### config.mk
export PLATFORM = sky130hd
export DESIGN_NAME = fetch_decode_queue
export DESIGN_NICKNAME = d
export VERILOG_FILES = /design/src/rtl/fetch_decode_queue.sv
export SDC_FILE = /design/constraint.sdc
export NUM_CORES = 1
export LEC_CHECK = 0
export BUFFER_PORTS_ARGS = -buffer_cell sky130_fd_sc_hd__buf_4
export CORE_UTILIZATION = 35
export CTS_BUF_LIST = sky130_fd_sc_hd__clkbuf_4
export CTS_CLUSTER_DIAMETER = 80
export DETAILED_ROUTE_END_ITERATION = 16
export GPL_TIMING_DRIVEN = 1
export PLACE_DENSITY_LB_ADDON = 0.2
export SLEW_MARGIN = 20
export SYNTH_ARGS = -nofsm -noshare
export SYNTH_HDL_FRONTEND = slang
export SYNTH_SLANG_ARGS = --single-unit
### constraint.sdc
create_clock -name i_clk -period 18.93 [get_ports i_clk]
set_input_delay 3.786 -clock i_clk [delete_from_list [all_inputs] [get_ports i_clk]]
set_output_delay 3.786 -clock i_clk [all_outputs]
set_load 0.01 [all_outputs]
### src/rtl/fetch_decode_queue.sv
// -----------------------------------------------------------------------------
// fetch_decode_queue
//
// Instruction buffer between fetch and decode. Fetch pushes
// {instruction, pc, pc_plus4} into a DEPTH-entry circular FIFO and decode
// consumes the oldest entry over a valid/ready handshake. A redirect flush
// discards everything buffered plus whatever fetch offers in that cycle.
//
// Optional feature (macro FETCH_DECODE_QUEUE_BYPASS_EN): when the queue is
// empty, the incoming instruction is forwarded straight to decode in the same
// cycle; if decode takes it, it is never written into storage.
//
// Ports:
//   i_clk          clock, all state updates on the rising edge
//   i_rst_n        synchronous active-low reset
//   i_instruction  instruction from fetch
//   i_pc           PC of i_instruction
//   i_pc_plus4     PC+4 of i_instruction
//   i_valid        fetch presents a valid instruction
//   o_ready        queue accepts a push this cycle (registered state only)
//   i_flush        redirect: drop all entries and the incoming push
//   o_instruction  head-entry instruction
//   o_pc           head-entry PC
//   o_pc_plus4     head-entry PC+4
//   o_valid        head entry valid
//   i_ready        decode accepts the head entry this cycle
//   o_count        number of occupied entries
// -----------------------------------------------------------------------------
module fetch_decode_queue #(
  parameter int ADDR_WIDTH  = 64,
  parameter int INSTR_WIDTH = 32,
  parameter int DEPTH       = 4
) (
  input  logic                     i_clk,
  input  logic                     i_rst_n,
  input  logic [INSTR_WIDTH-1:0]   i_instruction,
  input  logic [ADDR_WIDTH-1:0]    i_pc,
  input  logic [ADDR_WIDTH-1:0]    i_pc_plus4,
  input  logic                     i_valid,
  output logic                     o_ready,
  input  logic                     i_flush,
  output logic [INSTR_WIDTH-1:0]   o_instruction,
  output logic [ADDR_WIDTH-1:0]    o_pc,
  output logic [ADDR_WIDTH-1:0]    o_pc_plus4,
  output logic                     o_valid,
  input  logic                     i_ready,
  output logic [$clog2(DEPTH):0]   o_count
);

  localparam int PW = $clog2(DEPTH);
  localparam int CW = PW + 1;
  localparam logic [CW-1:0] FULL_COUNT = CW'(DEPTH);

  logic [INSTR_WIDTH-1:0] instr_q [DEPTH];
  logic [ADDR_WIDTH-1:0]  pc_q    [DEPTH];
  logic [ADDR_WIDTH-1:0]  pc4_q   [DEPTH];

  logic [PW-1:0] rd_ptr_q, rd_ptr_d;
  logic [PW-1:0] wr_ptr_q, wr_ptr_d;
  logic [CW-1:0] count_q, count_d;

  logic empty;
  logic push;
  logic pop;
  logic bypass;
  logic wr_en;
  logic rd_adv;

  assign empty   = (count_q == '0);
  // Derived from the registered count only, so a pop never opens o_ready
  // in the same cycle and there is no i_ready -> o_ready path.
  assign o_ready = (count_q != FULL_COUNT);
  assign push    = i_valid & o_ready & ~i_flush;

`ifdef FETCH_DECODE_QUEUE_BYPASS_EN
  assign bypass = empty & i_valid & ~i_flush;
`else
  assign bypass = 1'b0;
`endif

  assign o_valid = (~empty | bypass) & ~i_flush;
  assign pop     = o_valid & i_ready;

  // A bypassed instruction that decode takes immediately is neither written
  // nor popped; if decode stalls it, it lands in storage like any push.
  assign wr_en  = push & ~(bypass & i_ready);
  assign rd_adv = pop & ~bypass;

  // Head outputs
  always_comb begin
    o_instruction = instr_q[rd_ptr_q];
    o_pc          = pc_q[rd_ptr_q];
    o_pc_plus4    = pc4_q[rd_ptr_q];
`ifdef FETCH_DECODE_QUEUE_BYPASS_EN
    if (bypass) begin
      o_instruction = i_instruction;
      o_pc          = i_pc;
      o_pc_plus4    = i_pc_plus4;
    end
`endif
  end

  // Pointer / occupancy next state
  always_comb begin
    rd_ptr_d = rd_ptr_q;
    wr_ptr_d = wr_ptr_q;
    count_d  = count_q;
    if (i_flush) begin
      rd_ptr_d = '0;
      wr_ptr_d = '0;
      count_d  = '0;
    end else begin
      if (wr_en)  wr_ptr_d = wr_ptr_q + PW'(1);
      if (rd_adv) rd_ptr_d = rd_ptr_q + PW'(1);
      case ({wr_en, rd_adv})
        2'b10:   count_d = count_q + CW'(1);
        2'b01:   count_d = count_q - CW'(1);
        default: count_d = count_q;
      endcase
    end
  end

  always_ff @(posedge i_clk) begin
    if (!i_rst_n) begin
      rd_ptr_q <= '0;
      wr_ptr_q <= '0;
      count_q  <= '0;
    end else begin
      rd_ptr_q <= rd_ptr_d;
      wr_ptr_q <= wr_ptr_d;
      count_q  <= count_d;
    end
  end

  // Storage: cleared on reset, left untouched by flush (pointers alone
  // make stale entries invisible).
  always_ff @(posedge i_clk) begin
    if (!i_rst_n) begin
      for (int i = 0; i < DEPTH; i++) begin
        instr_q[i] <= '0;
        pc_q[i]    <= '0;
        pc4_q[i]   <= '0;
      end
    end else if (wr_en) begin
      instr_q[wr_ptr_q] <= i_instruction;
      pc_q[wr_ptr_q]    <= i_pc;
      pc4_q[wr_ptr_q]   <= i_pc_plus4;
    end
  end

  assign o_count = count_q;

endmodule

# Yosys cells after proc, flatten, opt, wreduce, memory -nomap -nowiden
# Memory sizes are Yosys's and may differ from the RTL's. A register that Yosys moved wholly into a read port is not among the register bits.
# Index checks and enable logic that the tools add are counted.
classes:
  n_mux: 20
  eq_ne: 3
  bitwise: 7
  reduce_logical: 6
  addsub: 4
op_table:
  columns: ["operator", "n"]
  rows:
  - ["$mux W64", 2]
  - ["$reduce_or A64 Y1", 2]
  - ["$mux W32", 1]
  - ["$reduce_or A32 Y1", 1]
  - ["$mux W2", 9]
  - ["$mux W1", 7]
  - ["$pmux W3 S2", 1]
  - ["$add A2 B1 Y2 const B", 2]
  - ["$and A1 B1 Y1", 4]
  - ["$add A3 B1 Y3 const B", 1]
  - ["$logic_not A3 Y1", 1]
  - ["$ne A3 B3 Y1 const B", 1]
  - ["$not A1 Y1", 3]
  - ["$sub A3 B1 Y3 const B", 1]
  - ["$eq A2 B1 Y1 const B", 1]
  - ["$eq A2 B2 Y1 const B", 1]
  - ["$reduce_bool A2 Y1", 1]
  - ["$reduce_or A2 Y1", 1]
word_totals:
  memories: 3
  wordCells: 46
  ff_bits: 7
  mem_bits_rw: 640
mem_list:
  columns: ["name", "depth", "width", "read_ports", "rd_ports_with_merged_regs", "wr", "line", "text"]
  rows:
  - ["pc4_q", 4, 64, 1, 1, 4, "56", "logic [ADDR_WIDTH-1:0] pc4_q [DEPTH];"]
  - ["pc_q", 4, 64, 1, 1, 4, "55", "logic [ADDR_WIDTH-1:0] pc_q [DEPTH];"]
  - ["instr_q", 4, 32, 1, 1, 4, "54", "logic [INSTR_WIDTH-1:0] instr_q [DEPTH];"]

# Depth between registers and ports, before layout
logic_depth:
  word_depth: 8
  mapped_depth: 9

# Worst setup path before layout
# No wires, ideal clock.
synth_path:
  path_type: "input port to flip-flop"
  start: "input port i_valid"
  end: "memory instr_q[0][0], enable pin"
  path_buffers: 0
  required_time_ps: 18017
  path_stages: 3
  setup_ps: 913
  setup_slack_ps: 2267
  arrival_time_ps: 15750
  cell_sequence: "nor2b_1 > nand2_1 > o31ai_1"
synth_rtl:
  columns: ["element", "line", "text"]
  rows:
  - ["start, declared", "39", "input logic i_valid,"]
  - ["end, declared", "54", null]

# Final worst setup path
layout_path:
  start: "input port i_flush"
  end: "output port o_valid"
layout_between:
  elab_chain_len: 2
layout_rtl:
  columns: ["element", "line", "text"]
  rows:
  - ["start, declared", "41", "input logic i_flush,"]
  - ["$not A1 Y1", "81", "assign o_valid = (~empty | bypass) & ~i_flush;"]
  - ["$and A1 B1 Y1", "81", null]
  - ["end, declared", "45", "output logic o_valid,"]
# No other way between the ends.

==> out/qor.yml <==
layout:
  nFillCells: 7317
  utilization_pct: 42.4
  seq_area_sq_um: 19400
  drive_gt1_share_pct: 37.9
  nets: 2205
  syn_to_final_growth_pct: 19.1
  multiInputGateArea_sq_um: 7950
die:
  start_util_pct: 35.6
  die_w_um: 287
  design.core.area_sq_um: 79500
  rows: 103
  die_area_sq_um: 82100
  die_h_um: 287
  ios: 330
worst_setup_path:
  startpoint_type: "primary input"
  path_max_fanout: 6
  worstSetupPathType: "in2out"
  cp.required_ns: 15.14
  worstPathArrival_ns: 4.15
  cp-end-kind: "output port"
sta:
  finalSetupViolCount: 0
  post-route-period-util_pct: 41.9
  slew_headroom_pct: 31.0
  rsz0062_at_grt: "no"
  finalCriticalPeriod_ns: 7.93
  fmax_mhz: 126
  final_max_slew_viol_count: 0
  fin_hold_ws_ns: 0.480
  clock_skew_ns: 0.0487
  hold_viol: 0
  layout_setup_ws_ns: 11.00
  tns_ns: 0
  tightest_slew_ns: 1.04
cts:
  clock-sinks: 649
  htree_levels: 4
  cts-resized-gates: 0
  cts_root_buf: "clkbuf_4"
  cts_setup_buffers: 0
  clockBufferDepth: 3
  clock_latency_ns: 0.95
  cts_buffers: 177
  holdBufCountCts: 0
  clk_pin_slew_worst_paths_ns: 0.06
  cts_tree: "built"
global_routing:
  grt_max_degree: 145
  antenna_found_initial: 8
  track_usage_pct: 17.7
  grt_pass1_vias: 17637
  grt_pass1_wl_um: 107000
  grt-ovfl-total: 0
placement:
  place_congestion: 0.735
  dpl.hpwl_um: 38300
  numPortBuffers: 329
  pre_cts_ws_ns: 11.00
yosys:
  synth_seq_cells: 649
  syn-mean-instance-area_sq_um: 17.1
  synth_nets: 1823
  synth_warnings: 0
  yosysSeqAreaShare_pct: 68.5
  syn_area_sq_um: 28300
  syn-instance-count: 1656
  synth_cell_types: 28
status:
  status: "completed"
job:
  max_cap_viol_count: 0
routing:
  vias: 16329
  drc: 0
  drtIter0Drc: 950
  drt.antenna.violating_nets: 0
  dr.pass1.iters: 4
  wl_um: 72000
  wl_per_cell_um: 22.3
  vias_per_cell: 5.06
power_and_ir_drop:
  leakage_nw: 14.1
  vdd_drop_max_uv: 42.1
  power.density_nw_per_um2: 92.9
hold_path:
  hp-class: "reg2reg"
## worst paths after layout
| kind | startpoint | to | slack, ns | cells after the start |
|---|---|---|---|---|
| setup / recovery | i_flush | o_valid | 11.00 | 3 |
| hold / removal | rd_ptr_q[0] | flip-flop | 0.48 | 2 |
| setup reg to reg | wr_ptr_q[0] | pc_q[1][53] | 15.23 | 4 |
| hold reg to reg | rd_ptr_q[0] | flip-flop | 0.48 | 2 |
## sequential cells by signal (all words and copies together), names as in the netlist, named ones only
register / count
pc4_q: 256
pc_q: 256
instr_q: 128
o_count: 3
rd_ptr_q: 2
wr_ptr_q: 2
## per-stage QoR
stage	instance area (sq um)	power, mW	std cells
finish	33700	3.14	3226
global route	33700	3.28	3223
CTS	33700	3.19	3219
detailed placement	31400	1.92	2906
global placement	31400	1.91	2906
floorplan	28300	1.83	1656
## report_power, final
group / internal (mW) / switching [mW]
logic: 0.0943 / 0.123
clock network: 0.668 / 0.587
registers: 1.65 / 0.0156
total: 2.41 / 0.725
## layout make-up
class	instances	area share [%]
diodes	4	0.0297
well taps	1050	3.89
flip-flops and latches	649	57.5
repair buffers	362	8.21
clock buffers	272	6.05
clock inverters	41	0.682
multi-input cells	843	23.6
inverters	5	0.0556
## placed cells by master, fill, tap and decap left out, types with 2 or more instances in the layout
cell type   count
clkinvlp_4      3
a21oi_1         4
clkbuf_4      272
buf_4         357
inv_1           4
edfxtp_1      640
o21ai_4         2
and3_1        480
buf_12          4
nor2_1          6
or3_1           3
nand2_1         3
inv_6           5
dfxtp_1         7
xor2_1          2
nor2b_1         2
clkinv_1       24
inv_2           4
o31ai_4         2
clkinv_4        2
o21ai_0         5
diode_2         4
nand2b_1        3
dfxtp_4         2
and2_1        160
clkinv_2        3
mux4_2        160
nor2_4          2
## cell families (layout without fill, tap and decap cells)
kind of cell | Yosys count | count (layout) | share of synthesized area, %
other | 0 | 4 | 0
xor gates and xnor gates | 2 | 2 | 0.0618
muxes | 160 | 160 | 12.7
DFF | 649 | 649 | 68.5
and+or+nand+nor | 665 | 665 | 14.6
AOI/OAI and AO/OA | 14 | 14 | 0.278
adders and majority gates | 2 | 2 | 0.115
buffers and inverters | 164 | 680 | 3.74
## worst max-delay path, stage by stage
cell,delay [ns]
buf_4,0.13
nor2_1,0.10
buf_4,0.13
## Yosys cell counts
cell / instances / area [sq um]
edfxtp_1: 640 / 19200
and3_1: 480 / 3000
and2_1: 160 / 1000
mux4_2: 160 / 3600
clkbuf_1: 70 / 263
buf_6: 55 / 619
buf_2: 25 / 125
buf_1: 9 / 33.8
dfxtp_1: 9 / 180
nor2_1: 8 / 30.0
o21ai_0: 7 / 35.0
a21oi_1: 4 / 20.0
inv_1: 4 / 15.0
nand2_1: 3 / 11.3
nand2b_1: 3 / 18.8
nor2b_1: 3 / 18.8
or3_1: 3 / 18.8
o31ai_1: 2 / 15.0
xor2_1: 2 / 17.5
a22o_1: 1 / 8.76
and3_4: 1 / 11.3
fa_1: 1 / 20.0
ha_1: 1 / 12.5
inv_2: 1 / 3.75
nand3_1: 1 / 5.00
nor3_1: 1 / 5.00
nor3b_2: 1 / 12.5
or4_1: 1 / 7.51
## per-layer routing
| metal | GRT usage, % | vias to the layer above | routed length, um | part of all wire [%] |
|---|---|---|---|---|
| li1 | - | 7435 | - | - |
| met1 | 21.6 | 8226 | 29300 | 41 |
| met2 | 29.2 | 537 | 35000 | 49 |
| met3 | 6.35 | 121 | 6250 | 8.7 |
| met4 | 5.61 | 10 | 1360 | 1.9 |
| met5 | 0 | - | 69 | 0.096 |
Note: power is estimated with default switching activity, not from simulation.
